### config.mk
export PLATFORM = sky130hd
export DESIGN_NAME = period_meter
export DESIGN_NICKNAME = d
export VERILOG_FILES = /design/src/rtl/period_meter.sv
export SDC_FILE = /design/constraint.sdc
export NUM_CORES = 1
export LEC_CHECK = 0
export ABC_AREA = 1
export CORE_ASPECT_RATIO = 0.7
export CORE_MARGIN = 4
export CORE_UTILIZATION = 65
export CTS_CLUSTER_SIZE = 40
export DETAILED_ROUTE_END_ITERATION = 10
export DONT_BUFFER_PORTS = 1
export GPL_ROUTABILITY_DRIVEN = 0
export PLACE_DENSITY = 0.81
export SETUP_SLACK_MARGIN = 0.02
export SYNTH_ARGS = -nofsm -noshare
export SYNTH_HDL_FRONTEND = slang
export SYNTH_SLANG_ARGS = --single-unit
### constraint.sdc
create_clock -name clk_in -period 4.9 [get_ports clk_in]
set_clock_uncertainty 0.05 [all_clocks]
set_input_delay 0.98 -clock clk_in [delete_from_list [all_inputs] [get_ports clk_in]]
set_output_delay 0.98 -clock clk_in [all_outputs]
set_load 0.02 [all_outputs]
### src/rtl/period_meter.sv
// period_meter: measures sig_in edge-to-edge intervals in clk_in cycles,
// flagging when consecutive measurements agree and when sig_in has stalled.
module period_meter #(
    parameter logic [24:0] TIMEOUT = 25'd20000000,
    parameter logic [24:0] TOL     = 25'd0
) (
    input  logic        clk_in,
    input  logic        rst_n_in,
    input  logic        en,
    input  logic        sig_in,
    output logic [24:0] half_period,
    output logic        valid,
    output logic        stable,
    output logic        timeout
);
    typedef enum logic [1:0] {IDLE, COUNT, STALL} state_t;
    state_t state, state_d;
    logic s1, s2, hist, edge_pulse;
    logic prev_ok, prev_ok_d, valid_d, stable_d, timeout_d;
    logic [24:0] cnt, cnt_d, hp_d, meas, diff;
    assign edge_pulse = s2 ^ hist;
    assign meas = cnt + 25'd1;
    assign diff = meas >= half_period ? meas - half_period : half_period - meas;
    // The synchronizer ignores en so that raising en never shows a stale edge
    always_ff @(posedge clk_in or negedge rst_n_in) begin
        if (!rst_n_in) {s1, s2, hist} <= 3'b000;
        else {s1, s2, hist} <= {sig_in, s1, s2};
    end
    always_ff @(posedge clk_in or negedge rst_n_in) begin
        if (!rst_n_in) begin
            state       <= IDLE;
            cnt         <= '0;
            half_period <= '0;
            valid       <= 1'b0;
            stable      <= 1'b0;
            timeout     <= 1'b0;
            prev_ok     <= 1'b0;
        end else begin
            state       <= state_d;
            cnt         <= cnt_d;
            half_period <= hp_d;
            valid       <= valid_d;
            stable      <= stable_d;
            timeout     <= timeout_d;
            prev_ok     <= prev_ok_d;
        end
    end
    always_comb begin
        state_d   = state;
        cnt_d     = cnt;
        hp_d      = half_period;
        valid_d   = 1'b0;
        stable_d  = stable;
        timeout_d = timeout;
        prev_ok_d = prev_ok;
        if (!en) begin
            state_d   = IDLE;
            cnt_d     = '0;
            stable_d  = 1'b0;
            timeout_d = 1'b0;
            prev_ok_d = 1'b0;
        end else begin
            case (state)
                IDLE: begin
                    cnt_d   = '0;
                    state_d = edge_pulse ? COUNT : IDLE;
                end
                COUNT: begin
                    // An edge coinciding with the last counted cycle is a valid measurement
                    if (edge_pulse) begin
                        hp_d      = meas;
                        valid_d   = 1'b1;
                        cnt_d     = '0;
                        stable_d  = prev_ok && (diff <= TOL);
                        prev_ok_d = 1'b1;
                    end else if (cnt == TIMEOUT - 25'd1) begin
                        state_d   = STALL;
                        cnt_d     = '0;
                        timeout_d = 1'b1;
                        stable_d  = 1'b0;
                        prev_ok_d = 1'b0;
                    end else begin
                        cnt_d = meas;
                    end
                end
                STALL: begin
                    if (edge_pulse) begin
                        state_d   = COUNT;
                        cnt_d     = '0;
                        timeout_d = 1'b0;
                    end
                end
                default: state_d = IDLE;
            endcase
        end
    end
endmodule

* Word level (Yosys, flattened, before mapping)
Index checks and enable logic that the tools add are counted.
Widths: inputs -> output; s select.
** Cells by class
- Equal/unequal tests :: 10
- Reductions and logical operators :: 7
- $add $sub $neg :: 3
- $lt $le $gt $ge :: 2
- Multiplexer cells :: 27
- Bitwise operators :: 1
** Operators with widths (count)
- $mux 25 :: 5
- $pmux 25 s3 :: 1
- $sub 25x25->25 :: 2
- $add 25x1->25 const B :: 1
- $eq 25x25->1 const B :: 1
- $ge 25x25->1 :: 1
- $le 25x1->1 const B :: 1
- $mux 1 :: 15
- $ne 3x3->1 const B :: 3
- $mux 2 :: 4
- $ne 3x1->1 const B :: 2
- $pmux 2 s3 :: 1
- $reduce_and 3->1 :: 2
- $ne 4x1->1 const B :: 1
- $reduce_and 2->1 :: 2
- $reduce_and 4->1 :: 1
- $eq 2x1->1 const B :: 1
- $eq 2x2->1 const B :: 1
- $logic_not 2->1 :: 1
- $ne 2x1->1 const B :: 1
- $pmux 1 s2 :: 1
- $logic_and 1x1->1 :: 1
- $xor 1x1->1 :: 1
** Word-level totals
- Output and inout bits :: 28
- Logic and storage cells :: 60
- Bits of input ports :: 4
- Register bits after elaboration :: 59

* Depth between registers and ports, before layout
- Depth after elaboration :: 8
- Gate-level depth with buffers :: 33
- Gate-level depth less buffers :: 32

* Worst setup path after synthesis
No wires, ideal clock.
- Path kind :: reg2reg
- Start :: reg cnt[0]
- End :: reg stable
- Cell stages (with the launch flop) :: 34
- Setup time :: 0.076 ns
- Path buffers :: 2
- Path slack :: 1.030 ns
- Data required time :: 4.774 ns
- Arrival :: 3.744 ns
- Clock period less this slack :: 3.870 ns
- Path through :: dfrtp_1 ha_1 nand4_1 nor2_2 nand3_2 nor2_1 nand2_1 nor3_2 nand2_1 nor2_1 nand3_1 or2_0 nand2_1 inv_1 ha_1 buf_2 nand2_2 inv_2 nand2_1 nand2_1 nand2_1 nand2_1 a21oi_4 nand3_4 inv_2 buf_4 nand3_1 nand2_1 nand2_1 nand2_1 nand3_1 nor2_1 nand2_1 o21ai_1
** Between the ends
- Word-level cells in the longest chain between the ends :: 8
- Elaborated cells on any way between the ends :: 13
- Those cells by class :: add/sub (3); order compare (2); eq/ne (2); mux (4); reduce/logical (2)
** RTL lines
- start: declaration :: RTL line 20 : logic [24:0] cnt, cnt_d, hp_d, meas, diff;
- start signal: assignment :: RTL line 40 : cnt <= cnt_d;
- $add 25x1->25 (*) :: RTL line 22 : assign meas = cnt + 25'd1;
- net meas[20] :: RTL line 20
- $sub 25x25->25 / $ge 25x25->1 (equally long branches) :: RTL line 23 : assign diff = meas >= half_period ? meas - half_period : half_period - meas;
- $mux 25 (*) :: RTL line 23
- $le 25x1->1 (*) :: RTL line 74 : stable_d = prev_ok && (diff <= TOL);
- $logic_and 1x1->1 (*) :: RTL line 74
- $mux 1 (*) :: RTL line 70 : if (edge_pulse) begin
- $mux 1 (*) :: RTL line 63 : case (state)
- $mux 1 (*) :: RTL line 56 : if (!en) begin
- end signal: assignment :: RTL line 43 : stable <= stable_d;
- end: declaration :: RTL line 13 : output logic stable,
The timed path passes the listed nets; every way through them passes the cells marked *. The select of a mux whose other input is x is not followed.
A chain may end at the register's enable or synchronous reset.

* Final worst setup path
- Start :: reg cnt[1]
- End :: reg stable
Same word-level chain as after synthesis.

==> flow_metrics.env <==
export IMPL_cts_tree="done"
export IMPL_final_hold_violation_count=0
export IMPL_async_reset_ff_share_pct=100
export IMPL_crit_arrival_ps=4710
export IMPL_cpPeakStageDelay_ps=370
export IMPL_wl_met3_mm=2.17
export IMPL_dr_wl_met2_mm=7.36
export IMPL_h_tree_depth=3
export IMPL_path_max_fanout=13
export IMPL_dp_hpwl_mm=14.1
export IMPL_hp_class="in2async"
export IMPL_worst_r2r_setup_slack_ps=400
export IMPL_cts_buffers=9
export IMPL_synth_commonest_cells="nand2_1 (337), inv_1 (191), nor2_1 (71), dfrtp_1 (59)"
export IMPL_power_density_mw_per_mm2=554
export IMPL_multi_input_area_mm2=0.00383
export IMPL_synth_nets=1057
export IMPL_fillerInstances=799
export IMPL_max_clock_freq_mhz=222
export IMPL_insertion_delay_ps=340
export IMPL_wirelength_mm=18.0
export IMPL_antenna_found_initial=0
export IMPL_slew_headroom_pct=47.8
export IMPL_cts_sinks=59
export IMPL_worst_slew_pin_slew_ps=782
export IMPL_power_total_mw=3.63
export IMPL_grt_max_degree=60
export IMPL_leakage_nw=3.80
export IMPL_drc=0
export IMPL_rows=29
export IMPL_finalSetupTns_ps=0
export IMPL_ys_ff_latch=59
export IMPL_die_y_um=88.9
export IMPL_synth_avg_cell_area_um2=6.06
export IMPL_fp_dieW_um=124
export IMPL_grt_pass1_vias=5899
export IMPL_synth_most_common_cell="nand2_1"
export IMPL_wl_met1_mm=7.88
export IMPL_cts_root_buf="clkbuf_16"
export IMPL_start_kind="flop"
export IMPL_reg2reg_to="stable$_DFFE_PN0P_"
export IMPL_seq_area_frac_synth_pct=24.3
export IMPL_post_route_period_util_pct=91.8
export IMPL_min_period_ps=4500
export IMPL_grt_setup_unrepaired="false"
export IMPL_nets=1059
export IMPL_core_area_mm2=0.00911
export IMPL_yosys_top_cells_area="dfrtp_1 (24%), nand2_1 (21%), inv_1 (12%)"
export IMPL_crit_type="reg2reg"
export IMPL_top_layer="met4"
export IMPL_drtPass1Iterations=8
export IMPL_ios=32
export IMPL_antenna_cells=0
export IMPL_rr_worst_depth=29
export IMPL_syn_inst=1004
export IMPL_critPathMostFrequentCell="nand2_1"
export IMPL_synth_top_area_share_pct=24.3
export IMPL_start_util_pct=66.8
export IMPL_io_buffers=0
export IMPL_status="completed"
export IMPL_layout_drive_gt1_share_pct=4.96
export IMPL_vias_per_cell=5.73
export IMPL_ant_nets=0
export IMPL_yosys_area_top_type="dfrtp_1"
export IMPL_dr_total_vias=6495
export IMPL_seq_area_mm2=0.00148
export IMPL_clk_pin_slew_ps=60
export IMPL_routedWlPerCell_um=15.9
export IMPL_synth_flop_cell="dfrtp_1"
export IMPL_worstReg2RegStart="cnt[1]$_DFFE_PN0P_"
export IMPL_setup_viol=0
export IMPL_synth_edf_count=0
export IMPL_crit_path_end_kind="flop"
export IMPL_ys_types=38
export IMPL_crit_slowest_cell="dfrtp_1"
export IMPL_drt_iter0_markers=849
export IMPL_drv_cap=0
export IMPL_slew_viol_final=0
export IMPL_grt_pass1_wl_mm=29.3
export IMPL_dieArea_mm2=0.0110
export IMPL_grt_use_total_pct=34.4
export IMPL_ir_drop_v=0.000384
export IMPL_required_ps=5120
export IMPL_syn_area_mm2=0.00608
export IMPL_syn2layout_area_growth_pct=7.82
export IMPL_ys_warn_count=0
export IMPL_grt_ovfl_total=0
export IMPL_clock_path_buffers=2
==> cell usage in the layout, fill, tap and decap left out, types with 2 or more instances in the layout <==
| master | n |
|---|---|
| inv_1 | 191 |
| dfrtp_1 | 59 |
| nand3b_1 | 6 |
| o21bai_1 | 8 |
| nand3_2 | 4 |
| nor2_1 | 70 |
| nand2_1 | 337 |
| clkinvlp_4 | 2 |
| nand3_4 | 2 |
| nand4_1 | 15 |
| or2_2 | 2 |
| inv_2 | 2 |
| nor4_1 | 4 |
| a21oi_1 | 51 |
| ha_1 | 48 |
| nor2_4 | 3 |
| a21o_1 | 2 |
| clkbuf_16 | 9 |
| nor2_2 | 6 |
| clkinv_1 | 4 |
| nor3_1 | 10 |
| bufinv_16 | 2 |
| nand3_1 | 54 |
| nand2_2 | 7 |
| xor2_1 | 19 |
| nor3_2 | 2 |
| buf_4 | 2 |
| o22ai_1 | 17 |
| o21ai_1 | 4 |
| o21ai_0 | 54 |
==> registers in the layout, indices dropped and copies added, names as in the netlist <==
| name | cells |
|---|---|
| s2 | 1 |
| half_period | 25 |
| valid | 1 |
| cnt | 25 |
| prev_ok | 1 |
| s1 | 1 |
| hist | 1 |
| stable | 1 |
| timeout | 1 |
| state | 2 |
==> cell families (layout without fill, tap and decap cells) <==
| kind of cell | Yosys count | in the layout | synth area share (%) |
|---|---|---|---|
| xor gates and xnor gates | 19 | 19 | 2.74 |
| buffers and inverters | 213 | 216 | 13.5 |
| adders and majority gates | 49 | 49 | 10.1 |
| and+or+nand+nor | 521 | 523 | 36.4 |
| AOI/OAI and AO/OA | 143 | 143 | 13.1 |
| DFF | 59 | 59 | 24.3 |
==> power by group <==
| group | total [mW] | switching (mW) | leakage [nW] | internal [mW] |
|---|---|---|---|---|
| clock network | 0.657 | 0.219 | 0.143 | 0.437 |
| registers | 0.558 | 0.0444 | 0.811 | 0.513 |
| logic | 2.42 | 1.65 | 2.85 | 0.765 |
| total | 3.63 | 1.92 | 3.80 | 1.72 |
==> how the worst max path moves through the flow <==
| stage | end | slack (ps) | from |
|---|---|---|---|
| after floorplan | stable$_DFFE_PN0P_ | 1030 | cnt[0]$_DFFE_PN0P_ |
| after global placement | stable$_DFFE_PN0P_ | 450 | cnt[0]$_DFFE_PN0P_ |
| after detailed placement | stable$_DFFE_PN0P_ | 240 | cnt[1]$_DFFE_PN0P_ |
| after CTS | stable$_DFFE_PN0P_ | 190 | cnt[1]$_DFFE_PN0P_ |
| after global routing | stable$_DFFE_PN0P_ | 30 | cnt[1]$_DFFE_PN0P_ |
| final | stable$_DFFE_PN0P_ | 400 | cnt[1]$_DFFE_PN0P_ |
==> metrics by stage <==
stage	util [%]	instances	cell area (um^2)	hold WS, ps	setup slack [ps]
2_1_floorplan	-	1004	6080	281	1030
3_3_place_gp	67.9	1116	6180	284	453
3_5_place_dp	67.9	1116	6180	289	244
4_1_cts	71.2	1130	6490	282	190
5_1_grt	72.0	1133	6560	283	33.5
6_report	72.0	1133	6560	287	402
==> routing by layer <==
layer | vias up | track usage (%)
li1 | 3151 | -
met1 | 2868 | 48.7
met4 | 0 | 11.1
met2 | 417 | 51.8
met3 | 59 | 8.48
met5 | - | 0
==> final cells by class <==
type	count	area share, %
clock buffers	9	3.44
well taps	124	2.37
flip-flops and latches	59	22.5
multi-input cells	734	58.4
clock inverters	5	1.22
repair buffers	4	0.706
inverters	198	11.4
==> critical path: cells and delay by family (launching register included) <==
family                   cells  cell delay [ps]
adder cells (fa/ha/maj)      2              540
AO/OA/AOI/OAI                1              110
flip-flops                   1              370
buffers and inverters        4              450
AND/OR/NAND/NOR             22             2920
==> what timing repair did <==
action                     4_1_cts  5_1_grt
buffers inserted                 0        1
hold buffers                     0        0
resized for setup                0        6
setup endpoints to repair        0        1
Note: power is estimated with default switching activity, not from simulation.
